### config.mk
export PLATFORM = sky130hd
export DESIGN_NAME = reg_wb_scheduler
export DESIGN_NICKNAME = d
export VERILOG_FILES = /design/src/rtl/reg_wb_scheduler.sv
export SDC_FILE = /design/constraint.sdc
export NUM_CORES = 1
export LEC_CHECK = 0
export BUFFER_PORTS_ARGS = -buffer_cell sky130_fd_sc_hd__buf_2
export CORE_MARGIN = 5
export CORE_UTILIZATION = 46
export DETAILED_ROUTE_END_ITERATION = 7
export GPL_ROUTABILITY_DRIVEN = 0
export PLACE_DENSITY = 0.77
export SYNTH_ARGS = -nofsm -noshare
export SYNTH_HDL_FRONTEND = slang
export SYNTH_SLANG_ARGS = --single-unit
### constraint.sdc
create_clock -name clk -period 1.55 [get_ports clk]
set_input_delay 0.155 -clock clk [delete_from_list [all_inputs] [get_ports clk]]
set_output_delay 0.155 -clock clk [all_outputs]
set_load 0.02 [all_outputs]
### src/rtl/reg_wb_scheduler.sv
// Write-back scheduler: round-robin arbitration of two write-back sources onto the
// register file's single write port, plus a pending-write scoreboard for RAW checks.
module reg_wb_scheduler #(
    parameter int DATA_W = 32,
    parameter int ADDR_W = 5,
    parameter int CNT_W  = 16
) (
    input  logic              clk,
    input  logic              rst_n,

    input  logic              a_valid,
    output logic              a_ready,
    input  logic [ADDR_W-1:0] a_addr,
    input  logic [DATA_W-1:0] a_data,

    input  logic              b_valid,
    output logic              b_ready,
    input  logic [ADDR_W-1:0] b_addr,
    input  logic [DATA_W-1:0] b_data,

    input  logic              rsv_en,
    input  logic [ADDR_W-1:0] rsv_addr,
    input  logic [ADDR_W-1:0] chk_addr1,
    input  logic [ADDR_W-1:0] chk_addr2,
    output logic              chk_busy1,
    output logic              chk_busy2,

    output logic              wr_en,
    output logic [ADDR_W-1:0] wr_addr,
    output logic [DATA_W-1:0] wr_data,
    output logic [CNT_W-1:0]  conflict_cnt
);

    localparam int               NREG    = 2 ** ADDR_W;
    localparam logic [CNT_W-1:0] CNT_MAX = '1;

    logic              prio;       // 0: A favoured on conflict, 1: B favoured
    logic [NREG-1:0]   busy;
    logic [NREG-1:0]   busy_next;
    logic              a_xfer;
    logic              b_xfer;
    logic              conflict;
    logic [ADDR_W-1:0] grant_addr;
    logic [DATA_W-1:0] grant_data;

    // Ready is forced low during reset so nothing is accepted in a reset cycle.
    always_comb begin
        // NOTE: every output of a combinational block gets a default first, so no path leaves it unassigned (no latch).
        a_ready = 1'b0;
        b_ready = 1'b0;
        if (rst_n) begin
            a_ready = a_valid && (!b_valid || !prio);
            b_ready = b_valid && (!a_valid || prio);
        end
    end

    assign conflict   = a_valid && b_valid;
    assign a_xfer     = a_valid && a_ready;
    assign b_xfer     = b_valid && b_ready;
    assign grant_addr = b_xfer ? b_addr : a_addr;
    assign grant_data = b_xfer ? b_data : a_data;

    always_comb begin
        busy_next = busy;
        if (wr_en) begin
            busy_next[wr_addr] = 1'b0;
        end
        // A reservation landing with a retiring write belongs to a later write, so set wins.
        if (rsv_en && (rsv_addr != '0)) begin
            busy_next[rsv_addr] = 1'b1;
        end
    end

    // Register 0 is hard-wired zero and therefore never pending.
    assign chk_busy1 = (chk_addr1 != '0) && busy[chk_addr1];
    assign chk_busy2 = (chk_addr2 != '0) && busy[chk_addr2];

    always_ff @(posedge clk) begin
        if (!rst_n) begin
            // NOTE: the scoreboard is a flop vector, not a RAM, so it is reset like any other state.
            busy         <= '0;
            prio         <= 1'b0;
            conflict_cnt <= '0;
            wr_en        <= 1'b0;
            wr_addr      <= '0;
            wr_data      <= '0;
        end else begin
            // NOTE: sequential state uses non-blocking assignments so every flop samples pre-edge values.
            wr_en <= (a_xfer || b_xfer) && (grant_addr != '0);
            if (a_xfer || b_xfer) begin
                wr_addr <= grant_addr;
                wr_data <= grant_data;
            end
            busy <= busy_next;
            if (conflict) begin
                prio <= ~prio;
                if (conflict_cnt != CNT_MAX) begin
                    conflict_cnt <= conflict_cnt + 1'b1;
                end
            end
        end
    end

endmodule

---- Word-level counts from Yosys, hierarchy flattened ----
Index checks and enable logic that the tools add are counted.
operators by class
  $add $sub $neg .......................... 1
  magnitude comparators ................... 6
  eq/ne operators ......................... 1
  mux-type cells .......................... 14
  bitwise gates (word level) .............. 4
  reductions and logical operators ........ 22
operator list
  operator                 number
  $mux W32                 3
  $and A32 B32 Y32         1
  $not A32 Y32             1
  $or A32 B32 Y32          1
  $lt A5 B6 Y1 const B     4
  $reduce_bool A5 Y1       4
  $add A16 B1 Y16 const B  1
  $ne A16 B16 Y1 const B   1
  $logic_and A1 B1 Y1      11
  $bmux W1 S5              2
  $demux W1 S5             2
  $ge A5 B1 Y1 const B     2
  $mux W1                  6
  $mux W5                  1
  $logic_not A1 Y1         3
  $logic_or A1 B1 Y1       3
  $reduce_and A2 Y1        1
  $not A1 Y1               1
word-level totals
  flip-flop bits (word level) ............. 87
  bits of input ports ..................... 94
  output and inout bits ................... 58
  logic and storage cells ................. 54

---- Longest topological paths before layout ----
  depth in word-level cells ............... 9
  gate-level depth with buffers ........... 7
  gate-level depth less buffers ........... 6

---- Least setup slack after synthesis ----
OpenSTA, ideal clock, no wires.
  path kind ............................... reg-to-reg
  from .................................... reg conflict_cnt[0]
  to ...................................... reg conflict_cnt[12]
  setup time .............................. 128 ps
  arrival time ............................ 1,749 ps
  data required time ...................... 1,422 ps
  setup slack ............................. -327 ps
  cell stages (with the launch flop) ...... 8
  buffers on the path ..................... 1
  period minus slack after synthesis ...... 1,877 ps
  path through ............................ dfxtp_1 > ha_1 > buf_4 > nand4_1 > nor3_2 > and3_2 > mux2i_1 > nor2_1
between the ends
  cells in the longest elaborated chain, start to end .. 2
  elaborated cells on any way between the ends .. 3
  classes of those cells .................. add/sub (1); eq/ne (1); reduce/logical (1)
ends and longest elaborated chain
  item                                                     RTL line  RTL
  start, declared                                          31        output logic [CNT_W-1:0] conflict_cnt
  start signal, assigned                                   98        conflict_cnt <= conflict_cnt + 1'b1;
  branches (longest 2 deep; another with $add A16 B1 Y16)  -
Several ways; the timed one is not identified.
A chain may end at the register's enable or synchronous reset.

---- Worst setup path in the final report ----
  from .................................... reg busy[7]
  to ...................................... out chk_busy2
between the ends
  cells in the longest elaborated chain, start to end .. 3
ends and longest elaborated chain
  item                           RTL line  RTL
  start, declared                38        logic [NREG-1:0] busy;
  start signal, assigned         94        busy <= busy_next;
  $bmux W1 S5                    76        assign chk_busy2 = (chk_addr2 != '0) && busy[chk_addr2];
  $mux W1 (implied by the code)  76
  $logic_and A1 B1 Y1            76
  end, declared                  26        output logic chk_busy2,
Every way passes these cells. The select of a mux whose other input is x is not followed.

==> impl_metrics.tcl <==
set metrics [dict create \
    status "finished, violations left" \
    violations "setup timing" \
    ys_ff_latch 87 \
    synth_top_area_share_pct 39.5 \
    drtAntennaViolNets 0 \
    yosysUniqueCellTypes 52 \
    reg2reg_depth 6 \
    synth_nets 634 \
    numPortBuffers 151 \
    netlist_instances 539 \
    fin_skew_ns 0.0187 \
    critPathLaunchType "flip-flop" \
    grt_pass1_wl_um 22500 \
    fin_ws_ns -0.475 \
    track_usage_pct 24.1 \
    chipHeight_um 108 \
    clkLatencyLatePin_ns 0.37 \
    antenna_found_initial 0 \
    syn_area_um2 4410 \
    synth_edf_count 0 \
    maxCapViolations 0 \
    finalCriticalPeriod_ns 2.03 \
    wl_per_cell_um 16.6 \
    clk_pin_slew_ns 0.09 \
    num_rows 35 \
    fmax_mhz 494 \
    drive_above_1_share_pct 37.5 \
    reg2reg_slack_ns -0.02 \
    rr_startpoint "conflict_cnt[1]$_SDFFE_PN0P_" \
    totalWireLength_um 14100 \
    numCtsBuffers 9 \
    maxSlewViolCount 0 \
    timing.final.crit_share_pct 131 \
    placedCellCount 820 \
    peakVddDrop_mv 0.631 \
    antenna_cells 0 \
    tns_ns -0.925 \
    leakagePower_nw 2.59 \
    die_w_um 108 \
    firstDrtPassIters 6 \
    finish.utilization_pct 64.2 \
    crit_type "reg2out" \
    cts_sinks 87 \
    whs_endpoint "wr_data[17]$_SDFFE_PN0P_" \
    io_pins 152 \
    syn_to_final_growth_pct 35.2 \
    rsz0062_at_grt "yes" \
    grt_pass1_vias 4733 \
    timing.hold.ws_ns 0.0504 \
    critPathCaptureType "output port" \
    cts_max_level 3 \
    min_path_type "in2reg" \
    final_cells 847 \
    synth.largest_area_cell "dfxtp_1" \
    worstMarginPinSlew_ns 0.507 \
    setup_viol 3 \
    synth-async-reset-ratio_pct 0 \
    gr-total-overflow 0 \
    use_met2_pct 40.4 \
    initial_core_util_pct 47.5 \
    fin_nets 808 \
    min_path_cells 3 \
    timing.rr.end "conflict_cnt[12]$_SDFFE_PN0P_" \
    hold_viol 0 \
    post-dp-hpwl_um 10500 \
    mostFrequentLayoutCells "buf_2 (149), nand2_1 (95), dfxtp_1 (70), nor2_1 (58), buf_4 (50)" \
    busiest_layer "met2" \
    slew_headroom_pct 66.1 \
    root_buffer "clkbuf_8" \
    ys_warn_count 0 \
    crit_fanout 3 \
    gr-usage-met1_pct 28.2 \
    core_um2 9280 \
    max_stage_delay_ns 0.46 \
    cts_tree "yes" \
    dr_total_vias 4812 \
    synth_flop_cell "dfxtp_1" \
    synth_area_leaders "dfxtp_1 (40%), nand2_1 (8.1%), nor2_1 (5.0%), a311oi_1 (5.0%), a21oi_1 (4.5%)" \
    drc_errors 0 \
    grt_max_degree 67 \
    die_area_um2 11600 \
    path_cells "mux4_2, nand2b_4, nand3_2, o21ai_1, or3_1, buf_6" \
    seq_area_frac_synth_pct 39.5 \
    clockBufferDepth 2 \
    layout_commonest_cell "buf_2" \
    vias_per_cell 5.68 \
    ctsHoldBuffers 0 \
    min_from "a_data[17]" \
    drt-initial-drc-count 314 \
    slowest_stage "mux4_2" \
    cp.arrival_ns 1.87 \
    grt_use_met3_pct 6.66 \
    p_per_area_nw_per_um2 865 \
    syn_area_per_cell_um2 8.18 \
    cp.required_ns 1.39 \
]
[critical path, delay by kind of cell (launching register included)]
family | cells | cell delay (ns)
flops | 1 | 0.33
mux | 1 | 0.46
buf+inv | 1 | 0.14
compound gates | 1 | 0.05
simple gates | 3 | 0.53
[sequential cells by signal (all words and copies together) (netlist names)]
register / flops
busy: 32
conflict_cnt: 16
prio: 1
wr_addr: 5
wr_data: 32
wr_en: 1
[per-stage QoR]
stage | instance area [µm²] | power [W] | setup WS (ns)
detailed placement | 5540 | 0.00330 | -0.206
floorplan | 4480 | 0.00293 | -0.0453
finish | 5960 | 0.00515 | -0.475
global route | 5960 | 0.00537 | -0.523
CTS | 5810 | 0.00516 | -0.465
global placement | 5540 | 0.00328 | -0.163
[repair_timing]
action | 4_1_cts | 5_1_grt
pin swaps | 0 | 18
gates resized for setup | 13 | 22
endpoints found under the setup margin | 9 | 17
buffers inserted | 2 | 9
gates cloned | 0 | 0
[per-layer routing]
layer,vias to the layer above,routed length (µm)
met1,2235,5690
met4,0,479
met5,-,0
met2,233,6730
met3,34,1190
li1,2310,-
[cells in the mapped netlist (3+ instances only)]
master    instances
a222oi_1         12
nand3b_1         19
o311ai_0          3
nand3_1          17
nor2_1           59
a311oi_1         25
nand2_1          95
mux4_2            4
or3_1             3
mux2_2            3
buf_2            11
a21oi_1          40
nor3_1            8
a211oi_1          3
nand4_1           5
dfxtp_1          87
and3_1            5
clkbuf_1         26
mux2i_1          19
xnor2_1          10
o21ai_0          39
inv_1             3
or4_1             3
nor3b_1           4
[area by class of cell]
class                      count  area (µm²)
multi-input combinational    407        2570
tap                          129         161
timing repair buffer         204        1190
sequential                    87        1780
clock inverter                 4        95.1
inverter                       4        17.5
clock buffer                  12         135
fill                         802        3330
[worst max-delay path by stage]
stage | from | endpoint | cells past startpoint
after floorplan | conflict_cnt[1]$_SDFFE_PN0P_ | conflict_cnt[12]$_SDFFE_PN0P_ | 7
after global placement | chk_addr2[1] | chk_busy2 | 7
after detailed placement | chk_addr1[1] | chk_busy1 | 6
after CTS | busy[7]$_SDFF_PN0_ | chk_busy2 | 6
after global routing | busy[7]$_SDFF_PN0_ | chk_busy2 | 6
final | busy[7]$_SDFF_PN0_ | chk_busy2 | 6
[power by group]
part,internal (W),switching (W)
combinational,0.000380,0.000516
sequential,0.00232,0.0000709
clock,0.00107,0.000798
[logic make-up after synthesis]
group           synth area share [%]
simple gates                    26.4
compound gates                  20.0
flops                           39.5
buf+inv                         4.68
mux                             7.13
xor+xnor                        1.99
fa+ha+maj                      0.284
Power figures use the tool's default switching activity.
